$ cat config.mk
export PLATFORM = sky130hd
export DESIGN_NAME = uart_rx_ctrl
export DESIGN_NICKNAME = d
export VERILOG_FILES = /design/src/rtl/uart_pkg.sv /design/src/rtl/uart_byte_fifo.sv /design/src/rtl/uart_rx_ctrl.sv
export SDC_FILE = /design/constraint.sdc
export NUM_CORES = 1
export LEC_CHECK = 0
export BUFFER_PORTS_ARGS = -buffer_cell sky130_fd_sc_hd__buf_2
export CAP_MARGIN = 10
export CORE_ASPECT_RATIO = 0.9
export CORE_UTILIZATION = 45
export CTS_BUF_LIST = sky130_fd_sc_hd__clkbuf_4 sky130_fd_sc_hd__clkbuf_8 sky130_fd_sc_hd__clkbuf_16
export CTS_CLUSTER_SIZE = 30
export DETAILED_ROUTE_END_ITERATION = 10
export GPL_TIMING_DRIVEN = 0
export PLACE_DENSITY = 0.74
export SYNTH_ARGS = -nofsm -noshare
export SYNTH_HDL_FRONTEND = slang
export SYNTH_SLANG_ARGS = --single-unit
$ cat constraint.sdc
create_clock -name rxclk -period 9 [get_ports rxclk]
set_clock_uncertainty 0.1 [all_clocks]
set_input_delay 1.8 -clock rxclk [delete_from_list [all_inputs] [get_ports rxclk]]
set_output_delay 1.8 -clock rxclk [all_outputs]
set_load 0.01 [all_outputs]
$ cat src/rtl/uart_pkg.sv
// -----------------------------------------------------------------------------
// uart_pkg
// Shared definitions for the UART receive controller slice: the byte width of
// the UART data path and the controller FSM state encoding.
// -----------------------------------------------------------------------------
package uart_pkg;

  localparam int UART_DATA_W = 8;

  // IDLE waits for a byte, UNLOAD pulses uld_rx_data, CAPTURE samples rx_data.
  typedef enum logic [1:0] {
    IDLE    = 2'd0,
    UNLOAD  = 2'd1,
    CAPTURE = 2'd2
  } rx_state_e;

endpackage

$ cat src/rtl/uart_byte_fifo.sv
// -----------------------------------------------------------------------------
// uart_byte_fifo
// Show-ahead byte FIFO of DEPTH entries (power of two) between the UART
// receive controller and the byte consumer.
//
// Ports
//   rxclk    : clock
//   reset    : asynchronous active-high reset (pointers, level and storage)
//   i_push   : write i_data this cycle (ignored when full without a pop)
//   i_pop    : retire the head entry this cycle (ignored when empty)
//   i_flush  : synchronous clear, overrides push and pop in the same cycle
//   i_data   : byte to write
//   o_level  : current occupancy, 0..DEPTH
//   o_head   : oldest entry (meaningful only when o_level != 0)
//   o_full   : o_level == DEPTH
// -----------------------------------------------------------------------------
module uart_byte_fifo
  import uart_pkg::*;
#(
  parameter int DEPTH = 8
) (
  input  logic                      rxclk,
  input  logic                      reset,
  input  logic                      i_push,
  input  logic                      i_pop,
  input  logic                      i_flush,
  input  logic [UART_DATA_W-1:0]    i_data,
  output logic [$clog2(DEPTH):0]    o_level,
  output logic [UART_DATA_W-1:0]    o_head,
  output logic                      o_full
);

  localparam int PTR_W = $clog2(DEPTH);
  localparam int LVL_W = PTR_W + 1;

  logic [UART_DATA_W-1:0] r_mem [DEPTH];
  logic [PTR_W-1:0]       r_wr_ptr;
  logic [PTR_W-1:0]       r_rd_ptr;
  logic [LVL_W-1:0]       r_level;

  logic w_push;
  logic w_pop;

  // A full FIFO still takes a byte when the head leaves in the same cycle.
  assign w_pop  = i_pop && (r_level != '0);
  assign w_push = i_push && (!o_full || w_pop);

  assign o_full  = (r_level == LVL_W'(DEPTH));
  assign o_level = r_level;
  assign o_head  = r_mem[r_rd_ptr];

  // Storage, pointers and occupancy; pointers wrap naturally since DEPTH is 2^n.
  always_ff @(posedge rxclk or posedge reset) begin
    if (reset) begin
      r_wr_ptr <= '0;
      r_rd_ptr <= '0;
      r_level  <= '0;
      for (int i = 0; i < DEPTH; i++) begin
        r_mem[i] <= '0;
      end
    end else if (i_flush) begin
      r_wr_ptr <= '0;
      r_rd_ptr <= '0;
      r_level  <= '0;
    end else begin
      if (w_push) begin
        r_mem[r_wr_ptr] <= i_data;
        r_wr_ptr        <= r_wr_ptr + PTR_W'(1);
      end
      if (w_pop) begin
        r_rd_ptr <= r_rd_ptr + PTR_W'(1);
      end
      case ({w_push, w_pop})
        2'b10:   r_level <= r_level + LVL_W'(1);
        2'b01:   r_level <= r_level - LVL_W'(1);
        default: r_level <= r_level;
      endcase
    end
  end

endmodule

$ cat src/rtl/uart_rx_ctrl.sv
// -----------------------------------------------------------------------------
// uart_rx_ctrl
// Drains bytes from a UART receiver into a show-ahead FIFO. A three-state FSM
// unloads one byte per sequence (IDLE -> UNLOAD -> CAPTURE), bytes arriving
// while the FIFO is full are dropped and counted.
//
// Ports
//   rxclk            : clock shared with the UART receiver
//   reset            : asynchronous active-high reset
//   en               : software receive enable
//   flush            : synchronous FIFO clear
//   uart_rx_enable   : en delayed one cycle, to UART rx_enable
//   uart_uld_rx_data : one-cycle unload pulse, to UART uld_rx_data
//   uart_rx_data     : UART received byte
//   uart_rx_empty    : UART holding register empty
//   m_valid/m_data   : FIFO head byte and its valid flag
//   m_ready          : consumer takes the head byte
//   fifo_level       : FIFO occupancy
//   drop_cnt         : saturating count of bytes lost to a full FIFO
//   idle             : FSM is in IDLE
// -----------------------------------------------------------------------------
module uart_rx_ctrl
  import uart_pkg::*;
#(
  parameter int DEPTH = 8,
  parameter int CNT_W = 8
) (
  input  logic                   rxclk,
  input  logic                   reset,
  input  logic                   en,
  input  logic                   flush,
  output logic                   uart_rx_enable,
  output logic                   uart_uld_rx_data,
  input  logic [UART_DATA_W-1:0] uart_rx_data,
  input  logic                   uart_rx_empty,
  output logic                   m_valid,
  output logic [UART_DATA_W-1:0] m_data,
  input  logic                   m_ready,
  output logic [$clog2(DEPTH):0] fifo_level,
  output logic [CNT_W-1:0]       drop_cnt,
  output logic                   idle
);

  rx_state_e        r_state;
  logic             r_rx_enable;
  logic             r_uld;
  logic             r_idle;
  logic [CNT_W-1:0] r_drop_cnt;

  logic                   w_capture;
  logic                   w_pop;
  logic                   w_push;
  logic                   w_drop;
  logic                   w_full;
  logic [$clog2(DEPTH):0] w_level;

  assign w_capture = (r_state == CAPTURE);
  assign w_pop     = m_valid && m_ready;
  assign w_push    = w_capture && (!w_full || w_pop);
  // A byte lost to flush is not an overflow, so it is not counted.
  assign w_drop    = w_capture && w_full && !w_pop && !flush;

  assign uart_rx_enable   = r_rx_enable;
  assign uart_uld_rx_data = r_uld;
  assign idle             = r_idle;
  assign drop_cnt         = r_drop_cnt;
  assign fifo_level       = w_level;
  assign m_valid          = (w_level != '0);

  uart_byte_fifo #(
    .DEPTH (DEPTH)
  ) u_fifo (
    .rxclk   (rxclk),
    .reset   (reset),
    .i_push  (w_push),
    .i_pop   (w_pop),
    .i_flush (flush),
    .i_data  (uart_rx_data),
    .o_level (w_level),
    .o_head  (m_data),
    .o_full  (w_full)
  );

  // Receive enable towards the UART, one cycle behind software en.
  always_ff @(posedge rxclk or posedge reset) begin
    if (reset) begin
      r_rx_enable <= 1'b0;
    end else begin
      r_rx_enable <= en;
    end
  end

  // Unload sequencer with registered uld pulse and idle flag.
  // A sequence starts only once the UART itself has been enabled (registered
  // enable), and an already started sequence always runs to completion.
  always_ff @(posedge rxclk or posedge reset) begin
    if (reset) begin
      r_state <= IDLE;
      r_uld   <= 1'b0;
      r_idle  <= 1'b1;
    end else begin
      case (r_state)
        IDLE: begin
          if (en && r_rx_enable && !uart_rx_empty) begin
            r_state <= UNLOAD;
            r_uld   <= 1'b1;
            r_idle  <= 1'b0;
          end else begin
            r_state <= IDLE;
            r_uld   <= 1'b0;
            r_idle  <= 1'b1;
          end
        end
        UNLOAD: begin
          r_state <= CAPTURE;
          r_uld   <= 1'b0;
          r_idle  <= 1'b0;
        end
        CAPTURE: begin
          r_state <= IDLE;
          r_uld   <= 1'b0;
          r_idle  <= 1'b1;
        end
        default: begin
          r_state <= IDLE;
          r_uld   <= 1'b0;
          r_idle  <= 1'b1;
        end
      endcase
    end
  end

  // Saturating count of bytes discarded because the FIFO was full.
  always_ff @(posedge rxclk or posedge reset) begin
    if (reset) begin
      r_drop_cnt <= '0;
    end else if (w_drop && (r_drop_cnt != {CNT_W{1'b1}})) begin
      r_drop_cnt <= r_drop_cnt + CNT_W'(1);
    end else begin
      r_drop_cnt <= r_drop_cnt;
    end
  end

endmodule

==> results of run 1 <==
-- layer usage --
layer	vias to the layer above	wire length [um]
met3	6	273
met5	-	0
met2	47	4006
li1	1145	-
met1	1313	3943
met4	0	65
-- area by class of cell --
type,instances,share of cell area
clock inverter,6,0.01842
clock buffer,10,0.02803
timing repair buffer,37,0.04431
buffer,14,0.01842
tap,119,0.03177
sequential,86,0.4594
multi-input combinational,181,0.3959
inverter,4,0.003737
-- synthesized netlist by cell type, types with 3 or more instances --
library cell | n | area [um^2]
nand2b_1 | 5 | 31.28
mux4_2 | 16 | 360.4
ha_1 | 5 | 62.56
nor3b_2 | 3 | 37.54
mux2_2 | 73 | 822.0
nor2b_1 | 8 | 50.05
xor2_1 | 10 | 87.58
inv_1 | 4 | 15.01
a31oi_1 | 3 | 18.77
nand2_1 | 7 | 26.28
nand3_1 | 6 | 30.03
nor3_1 | 3 | 15.01
buf_6 | 4 | 45.04
dfrtp_1 | 85 | 2127
buf_2 | 3 | 15.01
nor2_1 | 12 | 45.04
clkbuf_1 | 5 | 18.77
a21oi_1 | 3 | 15.01
-- worst min path at each step --
stage | endpoint | from | slack (ps)
CTS | drop_cnt[7] | drop_cnt[7] | 400
global placement | u_fifo.r_mem[30] | u_fifo.r_mem[30] | 380
finish | drop_cnt[6] | drop_cnt[6] | 400
global route | u_fifo.r_mem[5] | u_fifo.r_mem[5] | 420
detailed placement | drop_cnt[7] | drop_cnt[7] | 390
floorplan | r_state[1] | r_state[1] | 360
-- kinds of logic (layout without fill, tap and decap cells) --
logic type / count (synthesis) / count (layout)
buf+inv: 18 / 71
flops: 86 / 86
fa+ha+maj: 5 / 5
simple gates: 54 / 54
xor+xnor: 12 / 12
compound gates: 18 / 18
mux: 92 / 92
-- where the power goes --
part	internal (W)	switching, W	total (W)
Clock	0.000159	0.000140	0.000299
Combinational	0.000136	0.000131	0.000267
Sequential	0.000414	0.0000212	0.000435
-- flip-flops by register name, summed over array words and instances (netlist names) --
register	cells
uart_rx_enable	1
u_fifo.r_wr_ptr	3
drop_cnt	8
u_fifo.o_level	4
u_fifo.r_mem	64
u_fifo.r_rd_ptr	3
idle	1
r_state	2
-- through the flow --
stage | worst slack, ps | util
after floorplan | 4880 | -
after global placement | 3887 | 0.5086
after detailed placement | 4674 | 0.5120
after CTS | 4277 | 0.5370
after global routing | 4169 | 0.5370
final | 4372 | 0.5370
-- worst max-delay path, stage by stage (launching register included) --
cell and delay, ps:
dfrtp_1 360, clkbuf_1 560, buf_2 470, mux4_2 560, mux2_2 290, buf_2 140
==> out/results.tsv, run 1 <==
metric	value	unit
status	finished, final reports clean	
Critical Path End	m_data[4]	
clock latency on the worst-skew pair	350	ps
root buf cell	clkbuf_8	
mapped cell area	4110	um^2
gpl congestion	0.7828	
first-pass GRT wire length	13.43	mm
IO Count	38	
number of DRC markers in iteration 0	125	
R2R Path Start	u_fifo.o_level[0]	
Post-synth top flop	dfrtp_1	
clk sink count	86	
Yosys Warn Count	0	
Fin Hold WS	400.5	ps
CTS tree	done	
vias in the first global route	2622	
Post-DRT Antenna Nets	0	
Post-Syn Nets	304	
Peak Freq	0.2161	GHz
number of synthesized flops with an enable pin	0	
GRT overflow	0	
CTS H-tree depth	3	
Pre-antenna DRT Iters	4	
DRC	0	
Reg area	2153	um^2
layout cells sized above 1	0.4793	
Total Power Consumption	0.001002	W
Starting Density	0.4709	
Final nets	352	
Worst R2R End	u_fifo.o_level[3]	
Clock Pin Slew Worst Setup and Hold Paths	80	ps
Die Y	92.67	um
grt met2 use	0.2922	
# setup viols final	0	
P per Cell Area	213.7	nW/um^2
final slew viol count	0	
dpl cells	441	
Setup Crit Path Kind	register to primary output	
commonest cells after routing, fill and taps aside	dfrtp_1, mux2_2, buf_2	
MaxCap Viol Count	0	
Synth Area in XOR/XNOR	0.02557	
GRT Util Overall	0.1917	
setup repair bufs after CTS	0	
vias post-DR	2511	
reg2reg path depth	9	
Worst Hold Class	register to register	
# resized after CTS	0	
largest net degree at the start of global routing	47	
post-synthesis compound-gate area fraction	0.03714	
GRT met3 Usage	0.04151	
DRT Wirelength	8.290	mm
standard-cell rows	32	
Worst Tran Pin Value	1047	ps
crit path from	u_fifo.r_rd_ptr[0]	
met1 Use GR	0.2724	
GRT Max-Usage Layer	met2	
post-synthesis simple-gate area fraction	0.07823	
Hold Fails Final Rpt	0	
area grow syn2layout	14.03	%
port bufs	36	
FF+latch count, synth	86	
HPWL Detailed	5.399	mm
RSZ-0062 raised after global routing	false	
multiplexer share of the synthesized area	0.2953	
CTS Buf Count	9	
Die Area	9520	um^2
most common library cell in the layout ignoring fill and taps	dfrtp_1	
wire per inst	18.14	um
footprint of the multi-input gates	1856	um^2
Post-Synthesis Cells	285	
Post-CTS Hold Buffers	0	
width of the die	102.7	um
worst hold stages	1	
Final Critical Period	4628	ps
Non-Filler Instances	457	
drt via density	5.495	
period utilisation layout	0.5142	
Cell Area, Placed	4469	um^2
CP arrival	2730	ps
headroom to the max-slew limit	0.2986	
leakage power total	2.227	nW
Critical Path RT	7100	ps
post-synthesis sequential area ratio	0.5239	
ANT cells	0	
# fillers	736	
Clock Tree Buf Depth	2	
crit-path max FO	10	
reg2reg setup slack	6320	ps
Setup crit start kind	register	
Synth async-reset ratio	1.000	
core area	8728	um^2
Worst VDD drop	0.00007320	V
design area	4687	um^2
largest family of logic cells by synthesized area	multiplexers	
antenna violations before repair	0	
average cell area after synthesis	14.42	um^2
Fin Setup TNS	0	ps
CP endpoint kind	primary output	
Yosys cell types	41	
Synth Area in Adders	0.01522	
(Power assumes the default switching activity.)
==> run 2: changes to the inputs <==
Settings changed: ABC_AREA from default to 1, PLACE_DENSITY 0.74 to 0.77.
Clock period 9 ns to 3.9 ns, I/O delays scaled along.
==> out/results.tsv, run 2 <==
metric	value	unit
Post-DRT Antenna Nets	0	
width of the die	103.9	um
Synth top cells by count	nand2_1, dfrtp_1, nor2_1	
port bufs	37	
setup repair bufs after CTS	0	
gpl congestion	0.8517	
P per Cell Area	414.3	nW/um^2
antenna violations before repair	0	
dpl cells	637	
mapped cell area	4202	um^2
main area contributors after synthesis	dfrtp_1, nand2_1, o21ai_1, nor2_1, nand4_4	
vias in the first global route	3434	
Clock Pin Slew Worst Setup and Hold Paths	100	ps
Final Critical Period	3006	ps
drt via density	5.300	
Cell Area, Placed	4569	um^2
IO Count	38	
dpl ws	1288	ps
Yosys cell types	30	
headroom to the max-slew limit	0.6068	
core area	9084	um^2
CP arrival	2130	ps
RSZ-0062 raised after global routing	false	
Setup Crit Path Kind	register to primary output	
Synth async-reset ratio	1.000	
Die Y	93.67	um
largest net degree at the start of global routing	61	
commonest cells after routing, fill and taps aside	nand2_1, dfrtp_1, nor2_1	
final slew viol count	0	
Post-Syn Nets	496	
GRT overflow	0	
area grow syn2layout	13.82	%
Non-Filler Instances	653	
post-synthesis sequential area ratio	0.5125	
post-synth top area share	0.5063	
standard-cell rows	33	
most common library cell in the layout ignoring fill and taps	nand2_1	
Critical Path RT	3020	ps
first-pass GRT wire length	16.84	mm
CP endpoint kind	primary output	
clk sink count	86	
Pre-antenna DRT Iters	5	
layout cells sized above 1	0.1695	
CTS tree	done	
Post-Synthesis Cells	477	
number of flip-flops in the largest register	64	
number of synthesized flops with an enable pin	0	
Die Area	9728	um^2
DRC	0	
DRT Wirelength	9.644	mm
Reg with most FFs	u_fifo.r_mem	
Post-CTS Hold Buffers	0	
crit-path max FO	10	
ANT cells	0	
# resized after CTS	0	
status	finished, final reports clean	
Post-synth top flop	dfrtp_1	
PnR worst setup slack	893.7	ps
Peak Freq	0.3326	GHz
period utilisation layout	0.7708	
FF+latch count, synth	86	
number of DRC markers in iteration 0	254	
design area	4782	um^2
clock latency on the worst-skew pair	360	ps
Hold Fails Final Rpt	0	
Starting Density	0.4625	
top-count cell post-synth	nand2_1	
Final nets	545	
root buf cell	clkbuf_8	
Worst Hold Class	primary input to asynchronous set/reset pin	
leakage power total	2.381	nW
CTS H-tree depth	3	
Yosys Warn Count	0	
Setup crit start kind	register	
# setup viols final	0	
wire per inst	14.77	um
Total Power Consumption	0.001981	W
Worst Tran Pin Value	589.8	ps
average cell area after synthesis	8.808	um^2
Worst VDD drop	0.0002768	V
CTS Buf Count	9	
GRT Util Overall	0.2210	
MaxCap Viol Count	0	
HPWL Detailed	6.855	mm
largest area contributor in the netlist	dfrtp_1	
vias post-DR	3461	
Clock Tree Buf Depth	2	
## run 2: changes by cell type after synthesis, sizes merged, moves of 7 or more
cell   change
nand2    +125
o21ai     +83
mux2      -74
nor2      +50
inv       +24
mux4      -16
o32ai     +16
nand4      +9
nor2b      -8
nand3      +7
## run 2: where the power goes
group          switching (W)  internal, W  leakage (nW)
combinational       0.000227     0.000127          1.10
sequential         0.0000317     0.000932          1.18
clock               0.000340     0.000324         0.105
## run 2: path summary, 6_finish.rpt
path,slack [ps],endpoint,cells past startpoint,start
min in group rxclk,370,r_state[0],1,r_state[0]
max in group asynchronous,2780,u_fifo.r_rd_ptr[2],3,reset
worst max-delay path,890,m_data[1],6,u_fifo.r_rd_ptr[0]
worst min register to register,370,r_state[0],1,r_state[0]
worst max register to register,1830,u_fifo.o_level[3],11,u_fifo.o_level[0]
worst min-delay path,290,u_fifo.r_mem[49],2,reset
## run 2: metal layers
metal / global-route usage / routed length (um)
met1: 0.2969 / 4307
met2: 0.3500 / 4531
met3: 0.05895 / 664
met4: 0.07024 / 140
met5: 0 / 0
## run 2: metrics by stage
stage          TNS (ps)  hold WS (ps)  utilization
2_1_floorplan         0         349.6            -
3_3_place_gp     -15020         343.2       0.4997
3_5_place_dp          0         360.1       0.5030
4_1_cts               0         299.2       0.5264
5_1_grt               0         304.7       0.5264
6_report              0         291.2       0.5264
## run 2: kinds of logic after synthesis
logic type	after synthesis	synth area share
DFF	86	0.5125
and+or+nand+nor	222	0.2466
AOI/OAI and AO/OA	106	0.1471
adders and majority gates	5	0.01489
buffers and inverters	50	0.06224
xor gates and xnor gates	8	0.01668
## run 2: critical path, stage by stage (launching register included)
cell and delay (ps):
dfrtp_1 470, clkbuf_1 480, nor2_1 120, o32ai_1 360
nand2_1 130, nand2_1 100, buf_2 130
## run 2: area by class of cell
| cell class | count | area, um^2 |
|---|---|---|
| clock buffers | 10 | 137.6 |
| well taps | 122 | 152.6 |
| repair buffers | 38 | 212.7 |
| multi-input cells | 341 | 1787 |
| inverters | 32 | 136.4 |
| flip-flops and latches | 86 | 2153 |
| fillers | 849 | 4302 |
| clock inverters | 6 | 75.07 |
| plain buffers | 18 | 127.6 |
==> run 3: changes to the inputs <==
Clock period 3.9 ns to 2.73 ns, I/O delays scaled along.
==> out/results.tsv, run 3 (synthesized netlist as in run 2, its figures left out) <==
metric	value	unit
status	finished, final reports clean	
most common library cell in the layout ignoring fill and taps	nand2_1	
headroom to the max-slew limit	0.5441	
CTS tree	done	
Final nets	546	
core area	9084	um^2
Setup Crit Path Kind	register to primary output	
Worst Hold Class	primary input to asynchronous set/reset pin	
leakage power total	2.398	nW
Worst VDD drop	0.0002581	V
area grow syn2layout	14.83	%
vias in the first global route	3341	
CP arrival	1980	ps
crit-path max FO	10	
critical path's largest stage delay	480	ps
MaxCap Viol Count	0	
Starting Density	0.4625	
commonest cells after routing, fill and taps aside	nand2_1, dfrtp_1, nor2_1	
P per Cell Area	588.0	nW/um^2
Post-CTS Hold Buffers	0	
gpl congestion	0.8941	
GRT overflow	0	
Clock Tree Buf Depth	2	
wire per inst	14.76	um
clock latency on the worst-skew pair	370	ps
GRT Util Overall	0.2149	
largest net degree at the start of global routing	37	
CP endpoint kind	primary output	
clk sink count	86	
CTS Buf Count	9	
CP max stage cell	dfrtp_1	
# setup viols final	0	
vias post-DR	3430	
Critical Path RT	2080	ps
number of flip-flops in the largest register	64	
Clock Pin Slew Worst Setup and Hold Paths	90	ps
Peak Freq	0.3814	GHz
final slew viol count	0	
Setup crit start kind	register	
number of DRC markers in iteration 0	207	
width of the die	103.9	um
Pre-antenna DRT Iters	5	
layout cells sized above 1	0.1861	
HPWL Detailed	6.937	mm
standard-cell rows	33	
port bufs	37	
Non-Filler Instances	654	
Post-DRT Antenna Nets	0	
Die Area	9728	um^2
# fillers	842	
Worst Tran Pin Value	682.4	ps
Reg with most FFs	u_fifo.r_mem	
DRT Wirelength	9.654	mm
antenna violations before repair	0	
worst-path cell chain	buf_1 > o21ai_0 > o32ai_2 > nand2_1 > nand2_1 > buf_2	
dpl cells	638	
IO Count	38	
period utilisation layout	0.9603	
final core utilization	0.5311	
CTS H-tree depth	3	
Worst path most repeated cell	nand2_1	
first-pass GRT wire length	16.23	mm
drt via density	5.245	
design area	4825	um^2
PnR worst setup slack	108.4	ps
root buf cell	clkbuf_8	
Hold Fails Final Rpt	0	
DRC	0	
Die Y	93.67	um
Cell Area, Placed	4591	um^2
dpl ws	295.2	ps
Final Critical Period	2622	ps
ANT cells	0	
-- run 3: cell types whose count changed in the layout (fill, tap and decap cells not counted) --
cell | previous run | this run
buf_12 | 0 | 1
clkbuf_1 | 9 | 4
clkbuf_2 | 0 | 3
clkbuf_4 | 0 | 2
clkinv_1 | 2 | 1
clkinvlp_4 | 1 | 4
inv_2 | 4 | 5
inv_4 | 1 | 0
inv_6 | 2 | 1
inv_8 | 1 | 0
o32ai_1 | 16 | 14
o32ai_2 | 0 | 2
-- run 3: where the power goes --
group / internal [W] / switching, W / total [W]
clock: 0.000452 / 0.000473 / 0.000924
sequential: 0.00133 / 0.0000442 / 0.00138
combinational: 0.000196 / 0.000341 / 0.000537
total: 0.00198 / 0.000858 / 0.00284
-- run 3: final cells by class --
cell class	instances	area, um^2	area share
sequential	86	2153	0.4463
multi-input combinational	341	1802	0.3734
timing repair buffer	39	232.7	0.04824
tap	122	152.6	0.03164
buffer	18	138.9	0.02879
clock buffer	10	137.6	0.02853
inverter	32	137.6	0.02853
clock inverter	6	70.07	0.01452
-- run 3: worst max-delay path, delay by kind of cell (launching register included) --
family,cells,cell delay (ps)
compound gates,2,390
buf+inv,2,540
flops,1,480
simple gates,2,200
-- run 3: worst paths after layout --
kind / start / endpoint / slack (ps) / cells past startpoint
worst min-delay path: reset / u_fifo.r_mem[24] / 170 / 2
worst min register to register: r_state[0] / r_state[0] / 350 / 1
min in group rxclk: en / uart_rx_enable / 200 / 1
worst max register to register: u_fifo.o_level[0] / u_fifo.o_level[3] / 710 / 11
worst max-delay path: u_fifo.r_rd_ptr[1] / m_data[0] / 110 / 6
max in group asynchronous: reset / u_fifo.r_mem[52] / 1750 / 3
-- run 3: per-stage QoR --
step,hold WS [ps],power [W],TNS (ps)
2_1_floorplan,349.6,0.001731,0
5_1_grt,191.6,0.002975,-77.14
6_report,170.2,0.002837,0
3_3_place_gp,338.0,0.001889,0
3_5_place_dp,342.5,0.001913,0
4_1_cts,191.6,0.002836,0
-- run 3: timing repair --
item | 4_1_cts | 5_1_grt
endpoints found under the hold margin | 0 | 0
buffers inserted | 0 | 0
endpoints found under the setup margin | 7 | 8
resized for setup | 3 | 11
-- run 3: routing by layer --
metal / share of wire / GRT usage / wire length [um] / up-vias
met5: 0 / 0 / 0 / -
met4: 0.016 / 0.08571 / 154 / 0
met3: 0.051 / 0.04161 / 495 / 16
met2: 0.47 / 0.3500 / 4565 / 105
met1: 0.46 / 0.2849 / 4439 / 1621
li1: - / - / - / 1688
